[src/rtl/uart_tx_arbiter.sv]
`default_nettype none
// ============================================================================
// Module      : uart_tx_arbiter
// Description : Shares one byte-wide UART transmitter between two word
//               requesters. Grants are per packet with round-robin fairness.
//               The grant is held until the packet's last word has been sent.
//               Each word is serialized MSB byte first over the
//               start/data/done handshake of the transmitter.
// Ports       : i_clk, i_reset            clock, synchronous active-high reset
//               i_reqN_valid/data/last    requester N word stream (N = 0, 1)
//               o_reqN_ready              word accepted when valid & ready
//               i_uart_tx_done            transmitter idle level
//               o_uart_tx_start/data      byte request to the transmitter
//               o_grant                   one-hot owner (01 req0, 10 req1)
//               o_busy                    arbiter is not idle
// Notes       : BITS_SIZE must be an integer multiple of SIZE_TRAMA.
// Revision    : 1.0 - initial release
// ============================================================================
module uart_tx_arbiter #(
    parameter int BITS_SIZE  = 32,
    parameter int SIZE_TRAMA = 8
) (
    input  logic                  i_clk,
    input  logic                  i_reset,
    input  logic                  i_req0_valid,
    input  logic [BITS_SIZE-1:0]  i_req0_data,
    input  logic                  i_req0_last,
    output logic                  o_req0_ready,
    input  logic                  i_req1_valid,
    input  logic [BITS_SIZE-1:0]  i_req1_data,
    input  logic                  i_req1_last,
    output logic                  o_req1_ready,
    input  logic                  i_uart_tx_done,
    output logic                  o_uart_tx_start,
    output logic [SIZE_TRAMA-1:0] o_uart_tx_data,
    output logic [1:0]            o_grant,
    output logic                  o_busy
);

    localparam int N_BYTES = BITS_SIZE / SIZE_TRAMA;
    localparam int c_CNT_W = $clog2(N_BYTES) + 1;
    localparam logic [c_CNT_W-1:0] c_CNT_FULL = c_CNT_W'(N_BYTES);

    localparam logic [1:0] c_ST_IDLE = 2'd0;
    localparam logic [1:0] c_ST_LOAD = 2'd1;
    localparam logic [1:0] c_ST_SEND = 2'd2;
    localparam logic [1:0] c_ST_WAIT = 2'd3;

    logic [1:0]            r_state;
    logic [1:0]            w_state_next;
    logic [c_CNT_W-1:0]    r_cnt;
    logic [BITS_SIZE-1:0]  r_shift;
    logic                  r_last;
    logic                  r_rr;        // 1: req1 preferred on a tie
    logic [1:0]            r_grant;
    logic                  r_tx_start;
    logic [SIZE_TRAMA-1:0] r_tx_data;

    logic                  w_any_valid;
    logic                  w_pick1;
    logic                  w_sel_valid;
    logic [BITS_SIZE-1:0]  w_sel_data;
    logic                  w_sel_last;
    logic                  w_accept;
    logic                  w_more_bytes;
    logic [BITS_SIZE-1:0]  w_shift_next;
    logic                  w_tx_start_next;
    logic [SIZE_TRAMA-1:0] w_tx_data_next;
    logic [1:0]            w_grant_next;

    assign w_any_valid  = i_req0_valid | i_req1_valid;
    // req1 wins when it is the only one asking, or on a tie when it is next in turn
    assign w_pick1      = i_req1_valid & (~i_req0_valid | r_rr);
    assign w_sel_valid  = (r_grant[0] & i_req0_valid) | (r_grant[1] & i_req1_valid);
    assign w_sel_data   = r_grant[1] ? i_req1_data : i_req0_data;
    assign w_sel_last   = r_grant[1] ? i_req1_last : i_req0_last;
    // A word is only taken while the transmitter is idle, so SEND never
    // starts against a frame that is still in flight.
    assign w_accept     = (r_state == c_ST_LOAD) & i_uart_tx_done & w_sel_valid;
    assign w_more_bytes = (r_cnt < c_CNT_FULL);
    assign w_shift_next = r_shift << SIZE_TRAMA;

    assign o_uart_tx_start = r_tx_start;
    assign o_uart_tx_data  = r_tx_data;
    assign o_grant         = r_grant;
    assign o_busy          = (r_state != c_ST_IDLE);

    // ------------------------------------------------------------------
    // State register and registered outputs
    // ------------------------------------------------------------------
    always_ff @(posedge i_clk) begin
        if (i_reset) begin
            r_state    <= c_ST_IDLE;
            r_tx_start <= 1'b0;
            r_tx_data  <= '0;
            r_grant    <= '0;
        end else begin
            r_state    <= w_state_next;
            r_tx_start <= w_tx_start_next;
            r_tx_data  <= w_tx_data_next;
            r_grant    <= w_grant_next;
        end
    end

    // ------------------------------------------------------------------
    // Word datapath: shift register, byte counter, last flag, rr pointer
    // ------------------------------------------------------------------
    always_ff @(posedge i_clk) begin
        if (i_reset) begin
            r_cnt   <= '0;
            r_shift <= '0;
            r_last  <= 1'b0;
            r_rr    <= 1'b0;
        end else begin
            case (r_state)
                c_ST_LOAD: begin
                    if (w_accept) begin
                        r_shift <= w_sel_data;
                        r_last  <= w_sel_last;
                        r_cnt   <= '0;
                    end
                end
                c_ST_SEND: begin
                    if (!i_uart_tx_done) begin
                        r_cnt <= r_cnt + c_CNT_W'(1);
                    end
                end
                c_ST_WAIT: begin
                    if (i_uart_tx_done) begin
                        if (w_more_bytes) begin
                            r_shift <= w_shift_next;
                        end else if (r_last) begin
                            // Served req0 -> req1 is next in turn, and vice versa
                            r_rr <= r_grant[0];
                        end
                    end
                end
                default: ;
            endcase
        end
    end

    // ------------------------------------------------------------------
    // Next-state logic
    // ------------------------------------------------------------------
    always_comb begin
        w_state_next = r_state;
        case (r_state)
            c_ST_IDLE: begin
                if (w_any_valid) begin
                    w_state_next = c_ST_LOAD;
                end
            end
            c_ST_LOAD: begin
                if (w_accept) begin
                    w_state_next = c_ST_SEND;
                end
            end
            c_ST_SEND: begin
                // The transmitter dropping done is the acknowledge of start
                if (!i_uart_tx_done) begin
                    w_state_next = c_ST_WAIT;
                end
            end
            c_ST_WAIT: begin
                if (i_uart_tx_done) begin
                    if (w_more_bytes) begin
                        w_state_next = c_ST_SEND;
                    end else if (r_last) begin
                        w_state_next = c_ST_IDLE;
                    end else begin
                        w_state_next = c_ST_LOAD;
                    end
                end
            end
            default: w_state_next = c_ST_IDLE;
        endcase
    end

    // ------------------------------------------------------------------
    // Output logic: ready strobes and next values of registered outputs
    // ------------------------------------------------------------------
    always_comb begin
        w_tx_start_next = 1'b0;
        w_tx_data_next  = r_tx_data;
        w_grant_next    = r_grant;
        o_req0_ready    = 1'b0;
        o_req1_ready    = 1'b0;
        case (r_state)
            c_ST_IDLE: begin
                if (w_any_valid) begin
                    w_grant_next = w_pick1 ? 2'b10 : 2'b01;
                end
            end
            c_ST_LOAD: begin
                o_req0_ready = r_grant[0] & i_uart_tx_done;
                o_req1_ready = r_grant[1] & i_uart_tx_done;
                if (w_accept) begin
                    w_tx_start_next = 1'b1;
                    w_tx_data_next  = w_sel_data[BITS_SIZE-1 -: SIZE_TRAMA];
                end
            end
            c_ST_SEND: begin
                // Hold start until the transmitter reports it has begun
                w_tx_start_next = i_uart_tx_done;
            end
            c_ST_WAIT: begin
                if (i_uart_tx_done) begin
                    if (w_more_bytes) begin
                        w_tx_start_next = 1'b1;
                        w_tx_data_next  = w_shift_next[BITS_SIZE-1 -: SIZE_TRAMA];
                    end else if (r_last) begin
                        w_grant_next = 2'b00;
                    end
                end
            end
            default: ;
        endcase
    end

endmodule
`default_nettype wire

[config.mk]
export PLATFORM = sky130hd
export DESIGN_NAME = uart_tx_arbiter
export DESIGN_NICKNAME = d
export VERILOG_FILES = /design/src/rtl/uart_tx_arbiter.sv
export SDC_FILE = /design/constraint.sdc
export NUM_CORES = 1
export LEC_CHECK = 0
export ABC_AREA = 1
export CORE_UTILIZATION = 25
export DETAILED_ROUTE_END_ITERATION = 8
export DONT_BUFFER_PORTS = 1
export PLACE_DENSITY = 0.42
export SLEW_MARGIN = 10
export SYNTH_ARGS = -nofsm -noshare
export SYNTH_HDL_FRONTEND = slang
export SYNTH_SLANG_ARGS = --single-unit
[constraint.sdc]
create_clock -name i_clk -period 1.8 [get_ports i_clk]
set_input_delay 0.27 -clock i_clk [delete_from_list [all_inputs] [get_ports i_clk]]
set_output_delay 0.27 -clock i_clk [all_outputs]
set_load 0.1 [all_outputs]
Yosys cells after proc, flatten, opt, wreduce, memory -nomap -nowiden
Index checks and enable logic that the tools add are counted.
- input bits: 71
- memories kept: 0
- bits in latches: 0
- bits in registers: 42
- logic and storage cells: 75
- memory bits (writable): 0
- output and inout port bits: 14
- ROM bits: 0
- muxes and demuxes: 32
- eq/ne operators: 10
- shifts and indexed selects: 0
- reduce and logical (&&, ||, !) cells: 11
- divide/modulo/power cells: 0
- multiply operators: 0
- magnitude comparators: 1
- $add $sub $neg: 1
- bitwise operators: 12
- operator list (cell ; number):
    $mux W24 ; 3
    $pmux W24 S2 ; 1
    $mux W32 ; 1
    $mux W8 ; 3
    $mux W2 ; 10
    $pmux W8 S2 ; 1
    $ne A2 B2 Y1 const B ; 7
    $reduce_and A4 Y1 ; 3
    $pmux W2 S4 ; 1
    $reduce_bool A2 Y1 ; 4
    $and A1 B1 Y1 ; 7
    $mux W1 ; 7
    $mux W3 ; 2
    $pmux W3 S2 ; 1
    $reduce_and A5 Y1 ; 1
    $eq A2 B2 Y1 const B ; 2
    $pmux W2 S2 ; 1
    $add A3 B1 Y3 const B ; 1
    $lt A3 B3 Y1 const B ; 1
    $or A1 B1 Y1 ; 3
    $pmux W1 S3 ; 1
    $reduce_and A3 Y1 ; 1
    $eq A2 B1 Y1 const B ; 1
    $logic_not A2 Y1 ; 1
    2 further kinds ; 3

Logic depth before layout (Yosys ltp)
- depth in word-level cells: 6
- mapped depth: 10
- gate-level depth less buffers: 8

Least setup slack after synthesis
Ideal clock, no wire load.
- path kind: register to output
- from: register r_grant[1] (netlist: o_grant[1])
- to: output port o_req1_ready
- slack: -1.370 ns
- stages on the path, launching flop included: 5
- required time: 1.530 ns
- buffers on the path: 2
- arrival: 2.900 ns
- path through: dfxtp_1 buf_2 clkinv_1 clkbuf_1 nor2_1
- cells in the longest elaborated chain, start to end: 2
- RTL lines (what ; RTL line ; source):
    from (decl) ; 55 ; logic [1:0] r_grant;
    from (signal assigned) ; 101 ; r_grant <= w_grant_next;
    $and A1 B1 Y1 ; 197 ; o_req1_ready = r_grant[1] & i_uart_tx_done;
    $mux W1 ; 189 ; case (r_state)
    to (decl) ; 32 ; output logic o_req1_ready,
Every way passes these cells.

Final worst setup path
- from: register r_state[1]
- to: output port o_req1_ready
- cells in the longest elaborated chain, start to end: 2
- RTL lines (what ; RTL line ; source):
    from (decl) ; 49 ; logic [1:0] r_state;
    from (signal assigned) ; 93 ; r_state <= c_ST_IDLE;
    from (signal assigned) ; 98 ; r_state <= w_state_next;
    $eq A2 B1 Y1 ; 189 ;
    $mux W1 ; 189 ;
Every way passes these cells.

==> summary.md <==
| Metric | Value |
|---|---|
| Post-DP HPWL | roughly 4400 um |
| Antenna Diode Count | 0 |
| Fin util | 30.36% |
| Filler cell count | 1009 |
| Die W | between 90 and 100 um |
| Clock insertion delay at the later pin of the skew report | 0.30 ns |
| Nets | 463 |
| Gr ovfl total | 0 |
| Initial core utilization | a little over a quarter |
| Initial antenna violation count | 0 |
| Pre-CTS setup slack | 0.2564 ns |
| Cell with the most instances after synthesis | nand2_1 |
| TritonCTS Sinks | 42 |
| Final Setup Violations | 0 |
| Hold Path Sink | o_grant[1] |
| Worst setup path class | flip-flop to output port |
| Largest cells by area after synthesis | dfxtp_1 (36%), nand2_1 (19%), nor2_1 (14%) |
| Post-route setup TNS | 0 ns |
| Clock transition at path regs | 0.08 ns |
| Tcrit/Tclk final | 92.65% |
| Pleak | 1.221 nW |
| CP Capture Type | output port |
| Synth warnings | 0 |
| Core Rows | 34 |
| Largest net degree at the start of global routing | 45 |
| Critical path arrival | 1.40 ns |
| All-layer global routing usage | 13.39% |
| Post-CTS Setup Repair Bufs | 0 |
| R2r endpoint | r_shift[2] |
| Max-slew violations | 0 |
| Worst R2R Start | o_grant[1] |
| Post-synth EDFFs | 0 |
| Worst Skew | 0.003665 ns |
| Layout cells sized above 1 | 10.71% |
| Worst slew margin | 73.66% |
| Ys flop type | dfxtp_1 |
| Fmax | 599.6 MHz |
| DR iter-0 viols | 66 |
| Yosys cell types | 22 |
| Via density per instance | between 4 and 5 |
| CTS tree | built |
| TritonRoute pass-1 iters | 6 |
| Core area | 8848 sq um |
| Die ar. | 9679 sq um |
| Htree depth | 2 |
| Drt drc | 8 |
| Synth cell count leaders | nand2_1 (117), nor2_1 (89), o21ai_0 (43), dfxtp_1 (42), nand3_1 (35) |
| Slowest stage delay, CP | 0.36 ns |
| CP Cell Sequence | inv_2 -> nand2_2 -> nor2_2 -> inv_1 -> nor2_4 -> buf_12 |
| Seq/Total Area, Yosys | 36.21% |
| Die Height | 98.38 um |
| Cts hold-fix bufs | 0 |
| Hold wc startpoint | i_reset |
| Antenna-violating nets left | 0 |
| Buffer depth of the longest clock path | 2 |
| Area leader, netlist | dfxtp_1 |
| # resized after CTS | 0 |
| Tmin final | 1.668 ns |
| Dpl cell area | 2581 sq um |
| Depth of the worst hold-timing path | 1 |
| Max Cap Viol | 0 |
| Async set-reset flop share out of synthesis | 0% |
| Synth top area share | 36.21% |
| Finished Cell Area | ~2700 sq um |
| DRT Wirelength | slightly above 6000 um |
| Vias in the first global route | 2160 |
| Hold Violations, Final | 0 |
| Min-Delay Path Class | input port to flip-flop |
| Number of synthesized register bits | between 40 and 50 |
| Maximum vdd drop | 0.0004660 V |
| Failing checks | DRC |
| Status | complete, but fails checks |
| Largest fanout on the critical path | 4 |
| PwrDens | 1100 nW/um^2 |
| Io pins | 85 |
| Post-synthesis instance total | 384 |
| Via count | 2296 |
| Synthesized Nets | 456 |
| Mean Syn Cell Area | between 6 and 7 sq um |
| Area Growth Syn to Fin | 15.68% |
| PnR worst setup slack | 0.1323 ns |
| Least-Margin Pin Slew | 0.3950 ns |
| Slowest CP cell | dfxtp_1 |
| RSZ-0062 raised after global routing | false |
| Placer Congestion | 0.8713 |
| CTS buffer count | 5 |
| CP Buf/Inv Count | 3 |
| Port-buffer cells | 0 |
| CP delay by family, top | buffers and inverters |
| Crit start category | flip-flop |
| Reg-to-reg setup timing slack | 0.26 ns |
| Data required time of the critical path | 1.53 ns |
| First-pass GRT wire length | 10250 um |
| Clock Root Buffer | clkbuf_8 |
| Drt wl/cell | 12.34 um |
| Post-Syn Area | 2322 sq um |
| Reg2reg path depth | 9 |
| Overall Power | 2.955 mW |
layout by cell type, fill, tap and decap left out:
cell type,count
buf_12,5
clkbuf_1,1
nor2_2,1
buf_4,17
clkbuf_16,1
dfxtp_1,40
o21ai_2,1
nand2_2,4
clkinv_1,3
clkbuf_8,5
a21oi_1,7
o211ai_1,1
nor2_4,2
inv_1,9
a31oi_1,1
dfxtp_4,1
nand4_1,3
nand2_1,117
ha_1,1
dfxtp_2,1
nor2_1,87
inv_2,3
o21ai_0,43
xor2_1,2
clkinvlp_4,1
nand3_1,35
layout make-up:
type / instances / area (sq um) / area share [%]
Multi-Input combinational cell: 305 / 1316 / 49.00
Sequential cell: 42 / 845.8 / 31.49
Timing Repair Buffer: 22 / 227.7 / 8.477
Tap cell: 108 / 135.1 / 5.030
Clock buffer: 7 / 97.59 / 3.633
Inverter: 15 / 56.30 / 2.096
Clock inverter: 1 / 7.507 / 0.2795
power by group:
group          leakage (nW)  switching [mW]  internal [mW]
sequential            0.342          0.0545           1.03
clock                0.0496           0.342          0.358
combinational         0.829           0.830          0.338
total                  1.22            1.23           1.73
worst max-delay path by stage:
stage          startpoint           end  slack (ns)  depth (start not counted)
3_5_place_dp   o_grant[1]    r_shift[2]        0.26                          9
3_3_place_gp   o_grant[1]    r_shift[7]        0.30                          9
5_1_grt        r_state[1]  o_req1_ready        0.05                          6
4_1_cts        r_state[1]  o_req1_ready        0.12                          6
6_report       r_state[1]  o_req1_ready        0.13                          6
2_1_floorplan  o_grant[1]  o_req1_ready       -0.11                          4
registers in the layout, summed over array words and instances (netlist names):
register / flops
o_grant: 2
o_uart_tx_data: 8
o_uart_tx_start: 1
r_cnt: 3
r_last: 1
r_rr: 1
r_shift: 24
r_state: 2
worst reg2reg max path: cells and delay by family, from the launching register on:
family / cells / cell delay [ns]
AND/OR/NAND/NOR: 6 / 0.57
buffers and inverters: 3 / 0.52
flip-flops: 1 / 0.35
cells by family (layout without fill, tap and decap cells):
family | after synthesis | in the layout | synth area share, %
fa+ha+maj | 1 | 1 | 0.5387
xor+xnor | 2 | 2 | 0.7544
compound gates | 53 | 53 | 11.75
flops | 42 | 42 | 36.21
buf+inv | 37 | 45 | 7.759
simple gates | 249 | 249 | 43.00
routing by layer:
layer	GRT usage (%)	up-vias	share of wire, %
met5	0	-	0
met4	4.133	0	1.4
met3	3.293	9	6.1
met2	22.43	66	45
met1	16.94	990	48
li1	-	1231	-
per-stage QoR:
stage               hold slack [ns]  std cells
floorplan                    0.3321        384
global placement             0.3380        492
detailed placement           0.3394        492
CTS                         0.01029        500
global route                0.01561        500
finish                      0.02474        500
No activity file was read; power rests on OpenSTA's default activity.
